<file path="config.mk">
export PLATFORM = sky130hd
export DESIGN_NAME = alu_req_sequencer
export DESIGN_NICKNAME = d
export VERILOG_FILES = /design/src/rtl/alu_pkg.sv /design/src/rtl/rr_arb2.sv /design/src/rtl/alu_req_sequencer.sv
export SDC_FILE = /design/constraint.sdc
export NUM_CORES = 1
export LEC_CHECK = 0
export CORE_MARGIN = 4
export CORE_UTILIZATION = 38
export CTS_BUF_LIST = sky130_fd_sc_hd__clkbuf_8
export DETAILED_ROUTE_END_ITERATION = 6
export PLACE_DENSITY = 0.78
export SETUP_SLACK_MARGIN = 0.3
export SYNTH_ARGS = -nofsm -noshare
export SYNTH_HDL_FRONTEND = slang
export SYNTH_HIERARCHICAL = 1
export SYNTH_SLANG_ARGS = --single-unit
</file>
<file path="constraint.sdc">
create_clock -name clk -period 1.3 [get_ports clk]
set_input_delay 0.26 -clock clk [delete_from_list [all_inputs] [get_ports clk]]
set_output_delay 0.26 -clock clk [all_outputs]
set_load 0.005 [all_outputs]
</file>
<file path="src/rtl/alu_pkg.sv">
// alu_pkg: shared definitions for the ALU request sequencer.
//   OP_*     ALU opcodes as seen on alu_op / req_op
//   state_e  sequencer FSM states
//   WIDTH    default operand width (must match the ALU)
package alu_pkg;
  localparam int WIDTH = 3;

  localparam logic [1:0] OP_SUM = 2'b00;
  localparam logic [1:0] OP_SUB = 2'b01;
  localparam logic [1:0] OP_MUL = 2'b10;
  localparam logic [1:0] OP_DIV = 2'b11;

  typedef enum logic [1:0] {S_IDLE, S_EXEC, S_RESP} state_e;
endpackage

</file>
<file path="src/rtl/rr_arb2.sv">
// rr_arb2: combinational 2-way round-robin grant.
//   req_valid  in  2  request valid per requester
//   rr_ptr     in  1  preferred requester when both are valid
//   grant      out 2  one-hot grant, zero when nobody requests
module rr_arb2 (
  input  logic [1:0] req_valid,
  input  logic       rr_ptr,
  output logic [1:0] grant
);
  always_comb begin
    grant = 2'b00;
    case (req_valid)
      2'b01:   grant = 2'b01;
      2'b10:   grant = 2'b10;
      // Contention only: the pointer never blocks a lone requester.
      2'b11:   grant = rr_ptr ? 2'b10 : 2'b01;
      default: grant = 2'b00;
    endcase
  end
endmodule

</file>
<file path="src/rtl/alu_req_sequencer.sv">
// alu_req_sequencer: two-requester front end for the shared combinational ALU.
// Accepts one op at a time (round-robin between requesters), registers the
// operands into the ALU, lets them settle one cycle, captures the result and
// returns it with the requester id. Keeps a saturating count of ALU errors.
//   clk, rst_n                      clock / async active-low reset
//   req_valid/req_ready/req_in1/req_in2/req_op   packed per-requester requests
//   alu_in1/alu_in2/alu_op          registered operands to the ALU
//   alu_dec_bin/alu_unis_bin/alu_zero/alu_error  ALU result
//   rsp_valid/rsp_ready/rsp_id/rsp_dec/rsp_unis/rsp_zero/rsp_error  response
//   busy                            FSM not idle
//   err_cnt/err_clr                 saturating error count and its clear
module alu_req_sequencer #(
  parameter int WIDTH     = 3,
  parameter int ERR_CNT_W = 4
) (
  input  logic                 clk,
  input  logic                 rst_n,
  input  logic [1:0]           req_valid,
  output logic [1:0]           req_ready,
  input  logic [2*WIDTH-1:0]   req_in1,
  input  logic [2*WIDTH-1:0]   req_in2,
  input  logic [3:0]           req_op,
  output logic [WIDTH-1:0]     alu_in1,
  output logic [WIDTH-1:0]     alu_in2,
  output logic [1:0]           alu_op,
  input  logic [3:0]           alu_dec_bin,
  input  logic [3:0]           alu_unis_bin,
  input  logic                 alu_zero,
  input  logic                 alu_error,
  output logic                 rsp_valid,
  input  logic                 rsp_ready,
  output logic                 rsp_id,
  output logic [3:0]           rsp_dec,
  output logic [3:0]           rsp_unis,
  output logic                 rsp_zero,
  output logic                 rsp_error,
  output logic                 busy,
  output logic [ERR_CNT_W-1:0] err_cnt,
  input  logic                 err_clr
);
  import alu_pkg::*;

  state_e     r_state, w_next;
  logic       r_rr_ptr;
  logic       r_id;       // id of the op in flight; copied to rsp_id at capture
  logic [1:0] w_grant;
  logic       w_gid;
  logic       w_acc;
  logic       w_exec;

  rr_arb2 u_arb (
    .req_valid (req_valid),
    .rr_ptr    (r_rr_ptr),
    .grant     (w_grant)
  );

  assign w_gid  = w_grant[1];
  assign w_acc  = (r_state == S_IDLE) && (w_grant != 2'b00);
  assign w_exec = (r_state == S_EXEC);
  assign busy   = (r_state != S_IDLE);

  always_ff @(posedge clk or negedge rst_n) begin
    if (!rst_n) r_state <= S_IDLE;
    else        r_state <= w_next;
  end

  always_comb begin
    w_next    = r_state;
    req_ready = 2'b00;
    case (r_state)
      S_IDLE: begin
        req_ready = w_grant;
        if (w_acc) w_next = S_EXEC;
      end
      S_EXEC:  w_next = S_RESP;
      // rsp_valid is always high in RESP, so rsp_ready alone completes it.
      S_RESP:  if (rsp_ready) w_next = S_IDLE;
      default: w_next = S_IDLE;
    endcase
  end

  always_ff @(posedge clk or negedge rst_n) begin
    if (!rst_n) begin
      r_rr_ptr  <= 1'b0;
      r_id      <= 1'b0;
      alu_in1   <= '0;
      alu_in2   <= '0;
      alu_op    <= '0;
      rsp_valid <= 1'b0;
      rsp_id    <= 1'b0;
      rsp_dec   <= '0;
      rsp_unis  <= '0;
      rsp_zero  <= 1'b0;
      rsp_error <= 1'b0;
      err_cnt   <= '0;
    end else begin
      // Operands stay put after the op so the ALU inputs do not toggle in IDLE.
      if (w_acc) begin
        alu_in1  <= req_in1[w_gid*WIDTH +: WIDTH];
        alu_in2  <= req_in2[w_gid*WIDTH +: WIDTH];
        alu_op   <= req_op[w_gid*2 +: 2];
        r_id     <= w_gid;
        r_rr_ptr <= ~w_gid;
      end

      if (w_exec) begin
        rsp_valid <= 1'b1;
        rsp_id    <= r_id;
        rsp_dec   <= alu_dec_bin;
        rsp_unis  <= alu_unis_bin;
        rsp_zero  <= alu_zero;
        rsp_error <= alu_error;
      end else if ((r_state == S_RESP) && rsp_ready) begin
        rsp_valid <= 1'b0;
      end

      if (err_clr)
        err_cnt <= '0;
      else if (w_exec && alu_error && (err_cnt != '1))
        err_cnt <= err_cnt + 1'b1;
    end
  end
endmodule

</file>
**Yosys cells after proc, flatten, opt, wreduce, memory -nomap -nowiden**

Index checks and enable logic that the tools add are counted.

- Memory bits (writable): 0
- Word-level logic and storage cells: 47
- Memories: 0
- Bits in read-only memories: 0
- Register bits: 28
- Output and inout port bits: 27
- Bits in latches: 0

- Add/subtract/negate cells: 1
- Div/mod/pow operators: 0
- Order comparisons: 0
- Bitwise logic cells: 1
- Shifts and indexed selects: 3
- $mul: 1
- Reductions and logical operators: 10
- Equal/unequal tests: 8
- Multiplexer cells: 10

Operators with widths:

| operator | number |
|---|---|
| $pmux 2 s3 | 2 |
| $shiftx 6x4->3 | 2 |
| $mux 2 | 4 |
| $mux 4 | 2 |
| $reduce_bool 2->1 | 4 |
| $eq 2x2->1 const B | 3 |
| $add 4x1->4 const B | 1 |
| $eq 2x1->1 const B | 2 |
| $logic_and 1x1->1 | 4 |
| $ne 2x2->1 const B | 2 |
| $ne 4x4->1 const B | 1 |
| $shiftx 4x3->2 | 1 |
| $mul 1x2->3 const B | 1 |
| $logic_not 2->1 | 1 |
| $mux 1 | 2 |
| $reduce_and 2->1 | 1 |
| $not 1->1 | 1 |

**Longest topological paths before layout**

- Depth after elaboration: 6
- Depth in mapped cells: 6
- Depth with buffers taken out: 5

**Hierarchy**

The synthesis kept the hierarchy.

Modules (own cells, without submodules):

| module | instances | seq. area each (um^2) | cells an instance | area each (um^2) |
|---|---|---|---|---|
| alu_req_sequencer | 1 | 700.7 | 100 | 1,224.9 |
| rr_arb2 | 1 | 0.0 | 3 | 18.8 |

**Worst setup path after synthesis**

OpenSTA, ideal clock, no wires.

- Kind: register -> register
- Start point: register r_rr_ptr
- End point: register alu_in1[2]
- Arrival time: 1.360 ns
- Setup time: 0.083 ns
- Cell stages (with the launch flop): 7
- Buffers on the path: 1
- Setup slack: -0.143 ns
- Required time: 1.217 ns
- Cells stage by stage: dfrtp_1 > inv_1 > a21boi_1 > buf_4 > nor3b_1 > a22oi_1 > o21ai_0

- Word-level cells in the longest chain between the ends: 4
- Elaborated cells on any way between the ends: 6
- Classes of those cells: mul: 1; shift: 1; mux: 2; reduce/logical: 2

Ends and longest elaborated chain:

| what | RTL line | RTL |
|---|---|---|
| start, declared | alu_req_sequencer.sv:44 | `logic r_rr_ptr;` |
| start signal, assigned | alu_req_sequencer.sv:103 | `r_rr_ptr <= ~w_gid;` |
| $mux 2 (*) | rr_arb2.sv:16 | `2'b11: grant = rr_ptr ? 2'b10 : 2'b01;` |
| $pmux 2 s3 (*) | rr_arb2.sv:12 | `case (req_valid)` |
| net w_grant[1] | alu_req_sequencer.sv:46 | `logic [1:0] w_grant;` |
| $mul 1x2->3 or $reduce_bool 2->1 (tied branches) | alu_req_sequencer.sv:99, alu_req_sequencer.sv:58 |  |
| $shiftx 6x4->3 or $logic_and 1x1->1 (tied branches) | alu_req_sequencer.sv:99, alu_req_sequencer.sv:58 |  |
| end signal, assigned | alu_req_sequencer.sv:99 | `alu_in1 <= req_in1[w_gid*WIDTH +: WIDTH];` |
| end, declared | alu_req_sequencer.sv:23 | `output logic [WIDTH-1:0] alu_in1,` |

Mark *: on every way through the listed nets, which the timed path passes. The rest lies on a longest branch.
A chain may end at the register's enable or synchronous reset.

**Worst setup path in the final report**

- Start point: register r_rr_ptr
- End point: output req_ready[1]

- Word-level cells in the longest chain between the ends: 3

Ends and longest elaborated chain:

| what | RTL line | RTL |
|---|---|---|
| $mux 2 | rr_arb2.sv:16 |  |
| $pmux 2 s3 | rr_arb2.sv:12 |  |
| net w_grant[1] | alu_req_sequencer.sv:46 |  |
| $mux 2 | alu_req_sequencer.sv:70 | `case (r_state)` |
| end, declared | alu_req_sequencer.sv:19 | `output logic [1:0] req_ready,` |

The timed path passes the listed nets, and every way through them passes these cells.

==> out/summary.txt <==
# diodes: 0
Dpl ws: -702 ps
Worst-path clk slew: 90 ps
Critical Path Start: r_rr_ptr
RSZ-0062 raised after global routing: yes
Mapped Nets: 136
Synthesized flop and latch total: 28
Switching pwr: 1.73 mW
Synth unique cells: 27
Arr. time, crit path: 1290 ps
Root buf cell: clkbuf_8
Worst IR Drop VDD: 1.06 mV
Leak Pwr: 1.19 nW
# clock sinks: 28
P&R area growth vs syn: 95.6%
Row count: 20
Final WL: 4.46 mm
Period minus WS final: 1550 ps
Aggregate global routing overflow: 0
Tot Pwr: 5.25 mW
Startpoint Class: flip-flop
CTS tree: done
Routed Antenna Nets: 0
Count of pins over their slew limit: 0
DRC violations left: 0
Sw frac: 33.1%
Number of port buffers: 58
RePlAce Congestion: 0.702
Slowest cell delay on critical path: 380 ps
Starting density of the core: 40.1%
Register share of total power: 28.8%
First-pass GRT wire length: 6.39 mm
R2r startpoint: r_rr_ptr
Ys Warns: 6
Critical path fanouts, max: 2
Least-Margin Pin Slew: 277 ps
Critical path required time: 1040 ps
Crit. End Element: output port
Final setup viols: 27
Die H: 65.2 µm
Layout cells sized above 1: 60.2%
Clk pwr share: 8.8%
Setup Skew: 1.54 ps
Initial antenna violation count: 0
Mapped Area: 1240 µm²
Slew HR: 81.4%
Gr usage total: 19.6%
Clk_lat worst skew: 270 ps
Hold Path Class: in2async
Via count: 1267
Power per cell area: 2160 nW/µm²
Period utilization: 119%
Fmax: 645 MHz
Number of global-route vias before repair: 1315
Kind of critical path: reg2out
Slowest stage cell, crit path: dfrtp_1
Int Power: 3.51 mW
Vias per cell: 4.97
Post-Syn Instances: 103
Initial DRT Pass Iterations: 4
Outcome: finished, violations left
Pin count of the biggest net entering global routing: 29
Die area: 4250 µm²
Comb power frac: 62.4%
Mean Syn Cell Area: 12.1 µm²
Max Cap Viol: 0
Final HPWL DP: 2.50 mm
Failing checks: setup timing
H-tree depth: 1
Post-route setup TNS: -2880 ps
Setup WS post-layout: -250 ps
Core Area: 3100 µm²
DIE WIDTH: 65.2 µm
Final Hold Vio Count: 0
Boundary pin count: 59
Hold_ws: 360 ps
Routed len/inst: 17.5 µm
Number of nets in the layout: 245
Sequential area share after synthesis: 56.3%
Placed Instance Area: 2050 µm²
CTS Buffer Depth: 2
Total CTS buffers: 3
DR iter-0 viols: 44
Cells along the critical path: inv_2 -> a21boi_4 -> nor3b_4 -> buf_2
CTS Hold Buffers Added: 0
Final instance area: 2430 µm²
[cell type report]
class | count | area, µm²
Fill cell | 194 | 671
Clock inverter | 1 | 3.75
Tap cell | 44 | 55.1
Clock buffer | 3 | 41.3
Sequential cell | 28 | 703
Multi-Input combinational cell | 67 | 703
Inverter | 6 | 25.0
Timing Repair Buffer | 106 | 901
[routing by layer]
| metal | share of wire, % | track usage, % | vias up |
|---|---|---|---|
| li1 | - | - | 580 |
| met1 | 40 | 22.1 | 635 |
| met2 | 53 | 35.8 | 42 |
| met3 | 4.9 | 4.10 | 10 |
| met4 | 2.1 | 8.03 | 0 |
| met5 | 0 | 0 | - |
[critical path: cells and delay by family, from the launching register on]
family                 cells  cell delay, ps
flip-flops                 1             380
AO/OA/AOI/OAI              1             170
buffers and inverters      2             220
AND/OR/NAND/NOR            1             250
[Yosys cell counts, drive strengths merged]
cell / n / share of area (%)
ha: 1 / 1.0
nand2b: 1 / 0.50
or3: 3 / 1.5
nand2: 5 / 1.5
a21oi: 6 / 2.4
nor2: 4 / 1.4
a21o: 1 / 0.60
mux2: 20 / 18
nand3: 1 / 0.40
or3b: 1 / 0.70
inv: 6 / 1.8
clkbuf: 1 / 0.30
and3: 1 / 0.50
a22oi: 3 / 1.8
nor3b: 1 / 0.60
o21ai: 7 / 3.1
a31oi: 3 / 1.5
nand3b: 1 / 0.91
buf: 2 / 1.0
dfrtp: 28 / 56
nor2b: 3 / 1.5
a21boi: 2 / 1.2
o31ai: 2 / 1.2
[final timing paths]
path / endpoint / slack (ps) / cells after the start
max in group asynchronous: r_state[1] / 770 / 2
min reg2reg: r_id / 490 / 1
min in group clk: r_id / 490 / 1
min: rsp_unis[2] / 360 / 2
max: req_ready[1] / -250 / 4
max reg2reg: alu_in2[1] / -210 / 7
[cell families (layout without fill, tap and decap cells)]
family | Yosys count | after routing | synth area share, %
compound gates | 24 | 24 | 11.9
fa+ha+maj | 1 | 1 | 1.01
buf+inv | 9 | 116 | 3.12
simple gates | 21 | 22 | 9.56
mux | 20 | 20 | 18.1
flops | 28 | 28 | 56.3
[sequential cells by signal, indices dropped and copies added, names as in the netlist]
signal     flops
err_cnt        4
alu_in2        3
rsp_error      1
rsp_zero       1
r_id           1
alu_op         2
r_rr_ptr       1
r_state        2
rsp_unis       4
alu_in1        3
rsp_valid      1
rsp_dec        4
rsp_id         1
[layout by cell type (no fill, tap or decap), types with 2 or more instances in the layout]
cell type and n:
inv_2 2, dlygate4sd2_1 2, o31ai_2 2, a22oi_1 3, nor2_2 2, buf_12 2, a21boi_4 2, nor2b_1 3
buf_6 16, clkbuf_8 3, mux2_4 15, clkdlybuf4s50_1 29, a21oi_1 2, buf_4 31, nand2_2 3, nand2b_4 2
buf_2 25, a21oi_2 4, or3_1 2, o21ai_1 3, inv_1 4, nand2_1 2, a31oi_1 3, dfrtp_1 26
o21ai_0 2, dfrtp_2 2, mux2_2 5
[metrics by stage]
stage | util [%] | instances
final | 78.4 | 255
after global routing | 78.4 | 255
after CTS | 72.0 | 244
after detailed placement | 66.2 | 216
after global placement | 66.2 | 216
after floorplan | - | 103
[power groups by stage]
stage	sequential, mW	combinational [mW]	clock (mW)
floorplan	1.58	1.05	0
global placement	1.52	2.28	0
detailed placement	1.54	2.35	0
CTS	1.47	2.71	0.467
global route	1.57	3.50	0.503
finish	1.51	3.28	0.462
[what timing repair did]
action | CTS | global route
gates cloned | 1 | 0
pin swaps | 5 | 4
gates resized for setup | 135 | 31
setup buffers | 23 | 11
endpoints found under the setup margin | 54 | 55
hold endpoints to repair | 0 | 0
Note: power is estimated with default switching activity, not from simulation.
